--- config.mk ---
export PLATFORM = sky130hd
export DESIGN_NAME = wb_arb_2m
export DESIGN_NICKNAME = d
export VERILOG_FILES = /design/src/rtl/wb_arb_pkg.sv /design/src/rtl/wb_arb_mux.sv /design/src/rtl/wb_arb_2m.sv
export SDC_FILE = /design/constraint.sdc
export NUM_CORES = 1
export LEC_CHECK = 0
export BUFFER_PORTS_ARGS = -buffer_cell sky130_fd_sc_hd__buf_4
export CORE_AREA = 3 3 128 130
export DETAILED_ROUTE_END_ITERATION = 12
export DIE_AREA = 0 0 131 133
export PLACE_DENSITY = 0.55
export SKIP_CTS_REPAIR_TIMING = 1
export SYNTH_ARGS = -nofsm -noshare
export SYNTH_HDL_FRONTEND = slang
export SYNTH_SLANG_ARGS = --single-unit
--- constraint.sdc ---
create_clock -name CLK -period 2.3 [get_ports CLK]
set_input_delay 0.575 -clock CLK [delete_from_list [all_inputs] [get_ports CLK]]
set_output_delay 0.575 -clock CLK [all_outputs]
set_load 0.05 [all_outputs]
--- src/rtl/wb_arb_pkg.sv ---
// wb_arb_pkg: shared types and constants for the two-master Wishbone arbiter.
// Holds the FSM state encoding, the outstanding-counter width, the Wishbone
// CTI/BTE cycle-type encodings and the bundled request struct used by the mux.
package wb_arb_pkg;

    localparam int OUTST_W = 4;

    typedef logic [1:0] arb_state_t;

    localparam arb_state_t ST_IDLE  = 2'd0;
    localparam arb_state_t ST_GRANT = 2'd1;
    localparam arb_state_t ST_DRAIN = 2'd2;

    localparam logic [2:0] CTI_CLASSIC     = 3'b000;
    localparam logic [2:0] CTI_CONST_BURST = 3'b001;
    localparam logic [2:0] CTI_INCR_BURST  = 3'b010;
    localparam logic [2:0] CTI_END_BURST   = 3'b111;

    localparam logic [1:0] BTE_LINEAR = 2'b00;
    localparam logic [1:0] BTE_WRAP4  = 2'b01;
    localparam logic [1:0] BTE_WRAP8  = 2'b10;
    localparam logic [1:0] BTE_WRAP16 = 2'b11;

    // Request fields that travel together from the owning master to the slave.
    typedef struct packed {
        logic [31:0] adr;
        logic        we;
        logic [3:0]  sel;
        logic [2:0]  cti;
        logic [1:0]  bte;
        logic [31:0] dat_wr;
    } wb_req_t;

endpackage

--- src/rtl/wb_arb_mux.sv ---
// wb_arb_mux: request/response steering between two masters and one slave.
// Purely combinational; the FSM in wb_arb_2m tells it who owns the bus and
// whether the bus is in address-phase (grant) or wait-for-responses (drain).
module wb_arb_mux
    import wb_arb_pkg::*;
(
    input  logic        owner,
    input  logic        grant,
    input  logic        drain,
    input  logic        limit,
    input  logic [31:0] m0_adr,
    input  logic        m0_cyc,
    input  logic        m0_stb,
    input  logic        m0_we,
    input  logic [3:0]  m0_sel,
    input  logic [2:0]  m0_cti,
    input  logic [1:0]  m0_bte,
    input  logic [31:0] m0_dat_wr,
    input  logic [31:0] m1_adr,
    input  logic        m1_cyc,
    input  logic        m1_stb,
    input  logic        m1_we,
    input  logic [3:0]  m1_sel,
    input  logic [2:0]  m1_cti,
    input  logic [1:0]  m1_bte,
    input  logic [31:0] m1_dat_wr,
    input  logic        s_stall,
    input  logic        s_ack,
    input  logic        s_err,
    input  logic [31:0] s_dat_rd,
    output logic [31:0] s_adr,
    output logic        s_cyc,
    output logic        s_stb,
    output logic        s_we,
    output logic [3:0]  s_sel,
    output logic [2:0]  s_cti,
    output logic [1:0]  s_bte,
    output logic [31:0] s_dat_wr,
    output logic        m0_stall,
    output logic        m0_ack,
    output logic        m0_err,
    output logic [31:0] m0_dat_rd,
    output logic        m1_stall,
    output logic        m1_ack,
    output logic        m1_err,
    output logic [31:0] m1_dat_rd
);

    wb_req_t m0_req;
    wb_req_t m1_req;
    wb_req_t own_req;
    logic    own_stall;

    assign m0_req = {m0_adr, m0_we, m0_sel, m0_cti, m0_bte, m0_dat_wr};
    assign m1_req = {m1_adr, m1_we, m1_sel, m1_cti, m1_bte, m1_dat_wr};

    // Slave request: owner's fields while the bus is held; CYC/STB shaped by state.
    always_comb begin
        own_req  = owner ? m1_req : m0_req;
        s_adr    = '0;
        s_we     = 1'b0;
        s_sel    = '0;
        s_cti    = '0;
        s_bte    = '0;
        s_dat_wr = '0;
        s_cyc    = 1'b0;
        s_stb    = 1'b0;
        if (grant || drain) begin
            s_adr    = own_req.adr;
            s_we     = own_req.we;
            s_sel    = own_req.sel;
            s_cti    = own_req.cti;
            s_bte    = own_req.bte;
            s_dat_wr = own_req.dat_wr;
        end
        if (grant) begin
            s_cyc = owner ? m1_cyc : m0_cyc;
            s_stb = (owner ? m1_stb : m0_stb) & ~limit;
        end else if (drain) begin
            s_cyc = 1'b1;
        end
    end

    // Master responses: only the owner sees the slave; everyone else is parked.
    always_comb begin
        own_stall = drain | s_stall | limit;
        m0_stall  = 1'b1;
        m0_ack    = 1'b0;
        m0_err    = 1'b0;
        m0_dat_rd = '0;
        m1_stall  = 1'b1;
        m1_ack    = 1'b0;
        m1_err    = 1'b0;
        m1_dat_rd = '0;
        if (grant || drain) begin
            if (owner) begin
                m1_stall  = own_stall;
                m1_ack    = s_ack;
                m1_err    = s_err;
                m1_dat_rd = s_dat_rd;
            end else begin
                m0_stall  = own_stall;
                m0_ack    = s_ack;
                m0_err    = s_err;
                m0_dat_rd = s_dat_rd;
            end
        end
    end

endmodule

--- src/rtl/wb_arb_2m.sv ---
// wb_arb_2m: two-master to one-slave pipelined Wishbone arbiter.
// Optional feature: define WB_ARB_ROUND_ROBIN_EN for round-robin arbitration;
// otherwise M0 has fixed priority when both masters request.
//
// state    | meaning
// ---------+--------------------------------------------------------------
// ST_IDLE  | no owner on the bus; pick one when any CYC is high
// ST_GRANT | owner drives the slave; address phases throttled by OUTST_MAX
// ST_DRAIN | owner dropped CYC with phases in flight; wait for ACK/ERR
module wb_arb_2m
    import wb_arb_pkg::*;
#(
    parameter int OUTST_MAX = 4
) (
    input  logic        CLK,
    input  logic        RST_SYNC,
    input  logic [31:0] M0_WB_ADR_IN,
    input  logic        M0_WB_CYC_IN,
    input  logic        M0_WB_STB_IN,
    input  logic        M0_WB_WE_IN,
    input  logic [3:0]  M0_WB_SEL_IN,
    input  logic [2:0]  M0_WB_CTI_IN,
    input  logic [1:0]  M0_WB_BTE_IN,
    input  logic [31:0] M0_WB_DAT_WR_IN,
    output logic        M0_WB_STALL_OUT,
    output logic        M0_WB_ACK_OUT,
    output logic        M0_WB_ERR_OUT,
    output logic [31:0] M0_WB_DAT_RD_OUT,
    input  logic [31:0] M1_WB_ADR_IN,
    input  logic        M1_WB_CYC_IN,
    input  logic        M1_WB_STB_IN,
    input  logic        M1_WB_WE_IN,
    input  logic [3:0]  M1_WB_SEL_IN,
    input  logic [2:0]  M1_WB_CTI_IN,
    input  logic [1:0]  M1_WB_BTE_IN,
    input  logic [31:0] M1_WB_DAT_WR_IN,
    output logic        M1_WB_STALL_OUT,
    output logic        M1_WB_ACK_OUT,
    output logic        M1_WB_ERR_OUT,
    output logic [31:0] M1_WB_DAT_RD_OUT,
    output logic [31:0] S_WB_ADR_OUT,
    output logic        S_WB_CYC_OUT,
    output logic        S_WB_STB_OUT,
    output logic        S_WB_WE_OUT,
    output logic [3:0]  S_WB_SEL_OUT,
    output logic [2:0]  S_WB_CTI_OUT,
    output logic [1:0]  S_WB_BTE_OUT,
    output logic [31:0] S_WB_DAT_WR_OUT,
    input  logic        S_WB_STALL_IN,
    input  logic        S_WB_ACK_IN,
    input  logic        S_WB_ERR_IN,
    input  logic [31:0] S_WB_DAT_RD_IN
);

    localparam logic [OUTST_W-1:0] LIMIT_VAL = OUTST_W'(OUTST_MAX);

    arb_state_t         state;
    logic               owner;
    logic               next_owner;
    logic [OUTST_W-1:0] outst;
    logic [OUTST_W-1:0] outst_nxt;
    logic               grant;
    logic               drain;
    logic               limit;
    logic               accept;
    logic               resp;
    logic               own_cyc;

    assign grant   = (state == ST_GRANT);
    assign drain   = (state == ST_DRAIN);
    assign limit   = (outst == LIMIT_VAL);
    assign own_cyc = owner ? M1_WB_CYC_IN : M0_WB_CYC_IN;
    assign accept  = S_WB_CYC_OUT & S_WB_STB_OUT & ~S_WB_STALL_IN;
    // A response with nothing in flight is stray and must not underflow.
    assign resp    = (S_WB_ACK_IN | S_WB_ERR_IN) & (outst != '0);

    // Outstanding count after this cycle's accepted phase and/or response.
    always_comb begin
        outst_nxt = outst;
        if (accept && !resp) begin
            outst_nxt = outst + 1'b1;
        end else if (!accept && resp) begin
            outst_nxt = outst - 1'b1;
        end
    end

    // Arbitration decision taken in IDLE; a lone requester always wins.
    always_comb begin
`ifdef WB_ARB_ROUND_ROBIN_EN
        if (M0_WB_CYC_IN && M1_WB_CYC_IN) begin
            next_owner = ~owner;
        end else begin
            next_owner = M1_WB_CYC_IN;
        end
`else
        next_owner = ~M0_WB_CYC_IN;
`endif
    end

    // FSM, owner register and outstanding counter.
    always_ff @(posedge CLK) begin
        if (RST_SYNC) begin
            state <= ST_IDLE;
            owner <= 1'b1;
            outst <= '0;
        end else begin
            outst <= outst_nxt;
            case (state)
                ST_IDLE: begin
                    if (M0_WB_CYC_IN || M1_WB_CYC_IN) begin
                        owner <= next_owner;
                        state <= ST_GRANT;
                    end
                end
                ST_GRANT: begin
                    if (!own_cyc) begin
                        state <= (outst_nxt == '0) ? ST_IDLE : ST_DRAIN;
                    end
                end
                ST_DRAIN: begin
                    if (outst_nxt == '0) begin
                        state <= ST_IDLE;
                    end
                end
                default: state <= ST_IDLE;
            endcase
        end
    end

    wb_arb_mux u_mux (
        .owner     (owner),
        .grant     (grant),
        .drain     (drain),
        .limit     (limit),
        .m0_adr    (M0_WB_ADR_IN),
        .m0_cyc    (M0_WB_CYC_IN),
        .m0_stb    (M0_WB_STB_IN),
        .m0_we     (M0_WB_WE_IN),
        .m0_sel    (M0_WB_SEL_IN),
        .m0_cti    (M0_WB_CTI_IN),
        .m0_bte    (M0_WB_BTE_IN),
        .m0_dat_wr (M0_WB_DAT_WR_IN),
        .m1_adr    (M1_WB_ADR_IN),
        .m1_cyc    (M1_WB_CYC_IN),
        .m1_stb    (M1_WB_STB_IN),
        .m1_we     (M1_WB_WE_IN),
        .m1_sel    (M1_WB_SEL_IN),
        .m1_cti    (M1_WB_CTI_IN),
        .m1_bte    (M1_WB_BTE_IN),
        .m1_dat_wr (M1_WB_DAT_WR_IN),
        .s_stall   (S_WB_STALL_IN),
        .s_ack     (S_WB_ACK_IN),
        .s_err     (S_WB_ERR_IN),
        .s_dat_rd  (S_WB_DAT_RD_IN),
        .s_adr     (S_WB_ADR_OUT),
        .s_cyc     (S_WB_CYC_OUT),
        .s_stb     (S_WB_STB_OUT),
        .s_we      (S_WB_WE_OUT),
        .s_sel     (S_WB_SEL_OUT),
        .s_cti     (S_WB_CTI_OUT),
        .s_bte     (S_WB_BTE_OUT),
        .s_dat_wr  (S_WB_DAT_WR_OUT),
        .m0_stall  (M0_WB_STALL_OUT),
        .m0_ack    (M0_WB_ACK_OUT),
        .m0_err    (M0_WB_ERR_OUT),
        .m0_dat_rd (M0_WB_DAT_RD_OUT),
        .m1_stall  (M1_WB_STALL_OUT),
        .m1_ack    (M1_WB_ACK_OUT),
        .m1_err    (M1_WB_ERR_OUT),
        .m1_dat_rd (M1_WB_DAT_RD_OUT)
    );

endmodule
==> results of run 1 <==
## registers in the layout, summed over array words and instances, names as in the netlist
| signal | count |
|---|---|
| outst | 4 |
| state | 2 |
| owner | 1 |
## synth_stat cells (all sizes together)
cell | count | area (um^2)
buf | 8 | 38.8
nand2 | 7 | 26.3
o31ai | 1 | 7.51
a2111oi | 1 | 27.5
clkbuf | 22 | 82.6
a211oi | 2 | 15.0
a32o | 1 | 10.0
nor2 | 7 | 26.3
nor3b | 1 | 7.51
o21ai | 3 | 18.8
nand4 | 1 | 6.26
and2 | 34 | 213
inv | 5 | 18.8
or3 | 1 | 6.26
a311oi | 1 | 8.76
nand3 | 4 | 20.0
dfxtp | 7 | 140
and3 | 34 | 213
nor2b | 76 | 478
mux2i | 80 | 808
or4b | 2 | 20.0
o211ai | 1 | 7.51
xnor2 | 2 | 17.5
a21o | 1 | 7.51
nand2b | 4 | 25.0
ha | 5 | 62.6
or2 | 2 | 12.5
a21oi | 5 | 25.0
or3b | 1 | 8.76
## layer usage
layer	wire, um	share of wire, %	up-vias
met3	1170	8.0	12
met5	0	0	-
met2	7950	54	193
met4	195	1.3	0
li1	-	-	1775
met1	5300	36	1669
## area by class of cell
type	count	area share, %
Tap cell	211	4.30
Clock buffer	4	1.28
Multi-Input combinational cell	277	39.4
Sequential cell	7	2.41
Inverter	5	0.306
Timing Repair Buffer	366	52.3
## per-stage QoR
| stage | hold slack [ns] | std cells |
|---|---|---|
| floorplan | 0.466 | 319 |
| global placement | 0.479 | 854 |
| detailed placement | 0.509 | 854 |
| CTS | 0.517 | 858 |
| global route | 0.552 | 870 |
| finish | 0.515 | 870 |
## power by group through the flow
stage	clock network (mW)	registers, mW	logic, mW
2_1_floorplan	0	0.212	5.48
3_3_place_gp	0	0.241	7.71
3_5_place_dp	0	0.245	7.76
4_1_cts	0.300	0.244	7.78
5_1_grt	0.310	0.275	8.91
6_report	0.298	0.267	8.53
## how the worst max path moves through the flow
| stage | start | end | depth (start not counted) |
|---|---|---|---|
| 2_1_floorplan | state[0]$_SDFFE_PP0P_ | S_WB_DAT_WR_OUT[12] | 6 |
| 3_3_place_gp | S_WB_STALL_IN | state[1]$_SDFFE_PP0P_ | 9 |
| 3_5_place_dp | S_WB_STALL_IN | state[1]$_SDFFE_PP0P_ | 9 |
| 4_1_cts | state[0]$_SDFFE_PP0P_ | S_WB_DAT_WR_OUT[26] | 5 |
| 5_1_grt | state[0]$_SDFFE_PP0P_ | M0_WB_DAT_RD_OUT[23] | 6 |
| 6_report | state[0]$_SDFFE_PP0P_ | M0_WB_ERR_OUT | 6 |
## cell families after synthesis
family | after synthesis | synth area share (%)
AOI/OAI and AO/OA | 16 | 5.41
xor gates and xnor gates | 2 | 0.743
adders and majority gates | 5 | 2.65
buffers and inverters | 35 | 5.94
DFF | 7 | 5.94
muxes | 80 | 34.3
and+or+nand+nor | 174 | 45.0
## worst max-delay path: cells and delay by family, from the launching register on
family	cells	cell delay [ns]
adders and majority gates	1	0.30
buffers and inverters	3	0.46
DFF	1	0.36
and+or+nand+nor	2	0.44
==> results.yml, run 1 <==
outcome:
  status: "finished with violations"
  violations: "setup timing"
clock_network:
  cts_made_buffers: 3
  cts.sinks: 7
  cts_tree: "done"
  clkLatencyLatePin_ns: 0.23
  cts_buffer_depth: 2
  clockRootBuffer: "clkbuf_16"
  htree_num_levels: 1
  cts.clk_slew.worst_paths_ns: 0.04
setup_path:
  rrSetupSlack_ns: -0.05
  worstSetupStartpointType: "flop"
  critical_path_class: "reg2out"
  cp_max_fo: 9
  worstPathArrival_ns: 1.79
  cp.required_ns: 1.73
  critPathSlowestCell: "dfxtp_2"
  worst-r2r-cell-count: 10
  crit_chain: "inv_1, ha_4, nor2b_4, clkbuf_16, and2_1, buf_6"
  rr_endpoint: "state[1]$_SDFFE_PP0P_"
  slowest_delay_ns: 0.36
  cp-end-kind: "primary output"
  reg2reg_from: "outst[1]$_SDFF_PP0_"
timing:
  finClkSkew_ns: 0.00384
  period_needed_ns: 2.37
  rsz0062_at_grt: "true"
  hold_viol_final: 0
  setup_slack_ns: -0.0685
  tns_ns: -1.55
  fmax_mhz: 422
  maxSlewViolCount: 0
  max_slew.worst_pin.slew_ns: 0.418
  period_share_pct: 103
  finalSetupViolCount: 37
  max_slew_margin_pct: 72.0
floorplan:
  row_count: 45
  die_w_um: 131
  core_mm2: 0.0153
  num_io_pins: 335
  dieArea_mm2: 0.0174
  dieHeight_um: 133
  start_util_pct: 15.5
cells_and_area:
  seq_area_um2: 148
  syn_to_final_growth_pct: 160
  num_antenna_cells: 0
  layout-drive-gt1-share_pct: 71.6
  fillers: 1565
  layout_commonest_cell: "buf_4"
  final_area_mm2: 0.00614
  final_nets: 854
  final_core_util_pct: 40.2
  multi_input_area_mm2: 0.00242
  layout_common_cells: "277 x buf_4, 78 x buf_6, 72 x mux2i_1"
power:
  leakage_nw: 3.37
  p_int_mw: 3.75
  p_switching_mw: 5.34
  ir_drop_mv: 0.591
  netSwitchingFraction_pct: 58.8
  p_comb_share_pct: 93.8
  p_clk_share_pct: 3.3
  powerDensity_mw_per_mm2: 1480
  finalPower_mw: 9.09
  power_frac_seq_pct: 2.9
routing:
  viasPerCell: 4.19
  route.detailed.drc: 0
  drtAntennaViolNets: 0
  dr.pass1.iters: 6
  dr_total_vias: 3649
  wl_per_cell_um: 16.8
  drtIter0Drc: 148
  routed_wl_um: 14600
global_route:
  antenna_found_initial: 0
  grt.met2_usage_pct: 26.2
  use_met1_pct: 15.1
  gr-usage-met3_pct: 2.38
  grt_pass1_wl_um: 18900
  grt_max_degree: 55
  overflow: 0
  grt.total_usage_pct: 13.5
  grt_busiest_layer: "met2"
  grt_pass1_vias: 3559
yosys:
  ys_warn_count: 0
  ys_types: 34
  ys_seq_area_share_pct: 5.94
  netlist_area_mm2: 0.00236
  syn_inst: 319
  avgSynthCellArea_um2: 7.39
  ys_ff_latch: 7
  synth_nets: 513
place:
  dpl_worst_slack_ns: -0.119
  port_buffers: 334
  dp_hpwl_um: 11600
  gp_congestion: 0.809
  placed_area_mm2: 0.00544
min_path:
  min-delay-start: "state[0]$_SDFFE_PP0P_"
  worstHoldPathType: "reg2reg"
  hold_end: "state[0]$_SDFFE_PP0P_"
  min_delay_path_depth: 2
job:
  drv_cap: 0
No activity file was read; power rests on OpenSTA's default activity.
==> run 2, diff against run 1 <==
Settings changed: CORE_AREA 3 3 128 130 to 3 3 129 131, CTS_BUF_LIST set to sky130_fd_sc_hd__clkbuf_8, DIE_AREA 0 0 131 133 to 0 0 132 134, MAX_ROUTING_LAYER set to met4, PLACE_DENSITY 0.55 to 0.54.
==> results.yml, run 2 (same netlist as run 1, synthesis figures left out) <==
timing:
  setup_slack_ns: -0.0568
  finClkSkew_ns: 0.00108
  rsz0062_at_grt: "true"
  maxSlewViolCount: 0
  max_slew_margin_pct: 70.9
  finalSetupViolCount: 1
  period_share_pct: 102
  hold_viol_final: 0
  fmax_mhz: 424
  period_needed_ns: 2.36
  whs_ns: 0.493
  max_slew.worst_pin.slew_ns: 0.436
setup_path:
  critical_path.top_delay_family: "simple AND/OR/NAND/NOR gates"
  cp-end-kind: "flop"
  critPathSlowestCell: "or4b_4"
  slowest_delay_ns: 0.48
  critical_path_class: "reg2reg"
  path_buf_inv: 2
  crit_chain: "inv_2, ha_4, nor2b_4, a2111oi_4, buf_4, mux2i_1, xnor2_1, nand3_1, or4b_4, o31ai_2"
  worstPathArrival_ns: 2.49
  cp_max_fo: 4
  cp.required_ns: 2.44
  worstSetupStartpointType: "flop"
floorplan:
  num_io_pins: 335
  start_util_pct: 15.0
  dieArea_mm2: 0.0177
  core_mm2: 0.0157
  dieHeight_um: 134
  die_w_um: 132
  row_count: 46
global_route:
  grt_pass1_vias: 3569
  grt_pass1_wl_um: 20300
  grt.total_usage_pct: 14.7
  overflow: 0
  antenna_found_initial: 0
  grt_max_degree: 64
routing:
  viasPerCell: 4.06
  routed_wl_um: 14600
  wl_per_cell_um: 16.9
  drtAntennaViolNets: 0
  dr_total_vias: 3514
  drtIter0Drc: 127
  route.detailed.drc: 0
  dr.pass1.iters: 4
cells_and_area:
  layout_common_cells: "315 x buf_4, 74 x mux2i_1, 65 x nor2b_2"
  syn_to_final_growth_pct: 144
  final_nets: 844
  largest_register_ff_count: 4
  layout_commonest_cell: "buf_4"
  layout-drive-gt1-share_pct: 70.9
  top_regs: "outst: 4 flops, state: 2 flops, owner: 1 flops"
  fillers: 1629
  num_antenna_cells: 0
  regMostFlops: "outst"
place:
  port_buffers: 334
  dp_hpwl_um: 12300
  gp_congestion: 0.908
clock_network:
  cts_buffer_depth: 2
  cts_made_buffers: 3
  cts_tree: "done"
  cts.clk_slew.worst_paths_ns: 0.04
  htree_num_levels: 1
  clockRootBuffer: "clkbuf_8"
  cts.sinks: 7
  clkLatencyLatePin_ns: 0.22
power:
  powerDensity_mw_per_mm2: 1480
  leakage_nw: 3.24
  p_clk_share_pct: 1.9
  power_frac_seq_pct: 3.0
  finalPower_mw: 8.54
  netSwitchingFraction_pct: 61.9
  ir_drop_mv: 0.498
  p_int_mw: 3.26
  p_switching_mw: 5.28
  p_comb_share_pct: 95.1
job:
  drv_cap: 0
outcome:
  violations: "setup timing"
  status: "finished with violations"
min_path:
  worstHoldPathType: "reg2reg"
## run 2: changes by cell type in the layout (fill, tap and decap cells not counted), moves of 4 or more
cell       before  now
clkbuf_8        0    4
buf_4         277  315
clkbuf_16       8    1
buf_6          78   34
## run 2: cell type report
| type | instances | area (um^2) | area share [%] |
|---|---|---|---|
| clock buffer | 3 | 41.3 | 0.718 |
| clock inverter | 1 | 3.75 | 0.0652 |
| inverter | 5 | 18.8 | 0.326 |
| multi-input combinational | 277 | 2380 | 41.4 |
| sequential | 7 | 148 | 2.57 |
| tap | 216 | 270 | 4.70 |
| timing repair buffer | 356 | 2890 | 50.2 |
## run 2: final timing paths
check,slack (ns),endpoint,startpoint,depth (start not counted)
worst max-delay path,-0.06,state[1]$_SDFFE_PP0P_,outst[1]$_SDFF_PP0_,10
worst max register to register,-0.06,state[1]$_SDFFE_PP0P_,outst[1]$_SDFF_PP0_,10
worst min-delay path,0.49,state[0]$_SDFFE_PP0P_,state[0]$_SDFFE_PP0P_,2
worst min register to register,0.49,state[0]$_SDFFE_PP0P_,state[0]$_SDFFE_PP0P_,2
## run 2: through the flow
stage               cells  instance area [um^2]  TNS, ns  utilization, %  setup WS (ns)
global placement      853                  5420   -0.145            34.5         -0.102
floorplan             319                  2610   -0.784               -         -0.118
CTS                   857                  5460    -4.08            34.8         -0.164
finish                865                  5750  -0.0568            36.6        -0.0568
global route          865                  5750    -1.27            36.6         -0.156
detailed placement    853                  5420   -0.217            34.5         -0.136
## run 2: worst min-delay path, cell delays in order, from the launching register on
cell and delay, ns:
dfxtp_2 0.32, nand2b_1 0.06, mux2i_1 0.06
## run 2: metal layers
| metal | track usage, % | wire (um) | vias up |
|---|---|---|---|
| li1 | - | - | 1745 |
| met1 | 15.9 | 5350 | 1548 |
| met2 | 25.3 | 7300 | 207 |
| met3 | 6.15 | 1670 | 14 |
| met4 | 3.50 | 286 | 0 |
| met5 | - | 0 | - |
## run 2: power by group through the flow
stage	Sequential, mW	Combinational, mW	Clock, mW
3_3_place_gp	0.243	7.82	0
3_5_place_dp	0.246	7.89	0
2_1_floorplan	0.212	5.48	0
6_report	0.256	8.12	0.165
4_1_cts	0.245	7.90	0.170
5_1_grt	0.265	8.51	0.178
==> run 3, diff against run 2 <==
Settings changed: SETUP_SLACK_MARGIN set to 0.05.
==> results.yml, run 3 (same netlist as run 1, synthesis figures left out) <==
setup_path:
  crit_path_start: "outst[0]$_SDFF_PP0_"
  critPathSlowestCell: "or4b_4"
  critical_path.top_delay_family: "simple AND/OR/NAND/NOR gates"
  path_buf_inv: 2
  cp.required_ns: 2.44
  worstPathArrival_ns: 2.52
  worstSetupStartpointType: "flop"
  slowest_delay_ns: 0.48
  reg2reg_from: "outst[0]$_SDFF_PP0_"
  cp_max_fo: 4
  critical_path_class: "reg2reg"
  crit_chain: "inv_2, ha_4, nor2b_4, a2111oi_4, buf_4, mux2i_2, xnor2_1, nand3_1, or4b_4, o31ai_2"
  cp-end-kind: "flop"
timing:
  rsz0062_at_grt: "true"
  hold_viol_final: 0
  max_slew.worst_pin.slew_ns: 0.409
  setup_slack_ns: -0.0821
  fmax_mhz: 420
  whs_ns: 0.503
  finClkSkew_ns: 0.00155
  maxSlewViolCount: 0
  period_share_pct: 104
  max_slew_margin_pct: 72.6
  finalSetupViolCount: 4
  tns_ns: -0.0943
  period_needed_ns: 2.38
floorplan:
  core_mm2: 0.0157
  die_w_um: 132
  num_io_pins: 335
  row_count: 46
  dieHeight_um: 134
  start_util_pct: 15.0
  dieArea_mm2: 0.0177
min_path:
  worstHoldPathType: "reg2reg"
  min-delay-start: "state[0]$_SDFFE_PP0P_"
global_route:
  grt_pass1_wl_um: 18700
  grt.total_usage_pct: 13.2
  antenna_found_initial: 0
  grt_max_degree: 61
  grt_pass1_vias: 3437
  overflow: 0
outcome:
  violations: "setup timing"
  status: "finished with violations"
cells_and_area:
  fillers: 1601
  top_regs: "outst: 4 flops, state: 2 flops, owner: 1 flops"
  layout-drive-gt1-share_pct: 70.2
  final_nets: 847
  layout_common_cells: "314 x buf_4, 77 x mux2i_1, 65 x nor2b_2"
  largest_register_ff_count: 4
  final_core_util_pct: 37.1
  layout_commonest_cell: "buf_4"
  regMostFlops: "outst"
  num_antenna_cells: 0
  syn_to_final_growth_pct: 147
routing:
  route.detailed.drc: 0
  routed_wl_um: 13600
  dr_total_vias: 3554
  wl_per_cell_um: 15.7
  dr.pass1.iters: 4
  drtIter0Drc: 114
  viasPerCell: 4.09
  drtAntennaViolNets: 0
power:
  netSwitchingFraction_pct: 61.3
  p_comb_share_pct: 94.9
  ir_drop_mv: 0.616
  p_clk_share_pct: 2.0
  p_switching_mw: 5.21
  leakage_nw: 3.29
  power_frac_seq_pct: 3.1
  powerDensity_mw_per_mm2: 1460
  p_int_mw: 3.29
clock_network:
  htree_num_levels: 1
  clkLatencyLatePin_ns: 0.23
  cts_made_buffers: 3
  cts_buffer_depth: 2
  cts.sinks: 7
  cts_tree: "done"
  clockRootBuffer: "clkbuf_8"
  cts.clk_slew.worst_paths_ns: 0.04
place:
  gp_congestion: 0.859
  port_buffers: 334
  dp_hpwl_um: 11100
job:
  drv_cap: 0
run 3: metrics by stage:
| stage | worst slack [ns] | instance area (um^2) | total power [mW] | instances |
|---|---|---|---|---|
| after floorplan | -0.129 | 2630 | 5.71 | 319 |
| after global placement | -0.0741 | 5460 | 7.96 | 856 |
| after detailed placement | -0.166 | 5460 | 8.03 | 856 |
| after CTS | -0.130 | 5500 | 8.21 | 860 |
| after global routing | -0.168 | 5830 | 8.85 | 868 |
| final | -0.0821 | 5830 | 8.50 | 868 |
run 3: layer usage:
layer / wire [um] / track usage, % / vias up
met5: 0 / - / -
met4: 211 / 1.98 / 0
met3: 1110 / 2.93 / 10
met2: 7280 / 25.2 / 212
met1: 4980 / 14.2 / 1582
li1: - / - / 1750
run 3: layout make-up:
type | instances | area [um^2] | area share (%)
clock buffer | 3 | 41.3 | 0.708
clock inverter | 1 | 3.75 | 0.0644
inverter | 5 | 18.8 | 0.322
multi-input combinational | 277 | 2380 | 40.9
sequential | 7 | 148 | 2.53
tap | 216 | 270 | 4.63
timing repair buffer | 359 | 2970 | 50.8
run 3: path summary, 6_finish.rpt:
kind	end	slack, ns	depth (start not counted)
worst max-delay path	state[1]$_SDFFE_PP0P_	-0.08	10
worst min-delay path	state[0]$_SDFFE_PP0P_	0.50	2
worst max register to register	state[1]$_SDFFE_PP0P_	-0.08	10
worst min register to register	state[0]$_SDFFE_PP0P_	0.50	2
run 3: worst reg2reg max path, stage by stage (launching register included):
cell and delay (ns):
dfxtp_2 0.33, inv_2 0.05, ha_4 0.16, nor2b_4 0.14
a2111oi_4 0.37, buf_4 0.21, mux2i_2 0.23, xnor2_1 0.12
nand3_1 0.14, or4b_4 0.48, o31ai_2 0.08
run 3: power groups by stage:
stage	Combinational, mW	Clock (mW)	Sequential, mW
2_1_floorplan	5.49	0	0.214
3_3_place_gp	7.71	0	0.249
3_5_place_dp	7.78	0	0.252
4_1_cts	7.79	0.174	0.251
5_1_grt	8.40	0.181	0.274
6_report	8.07	0.168	0.265
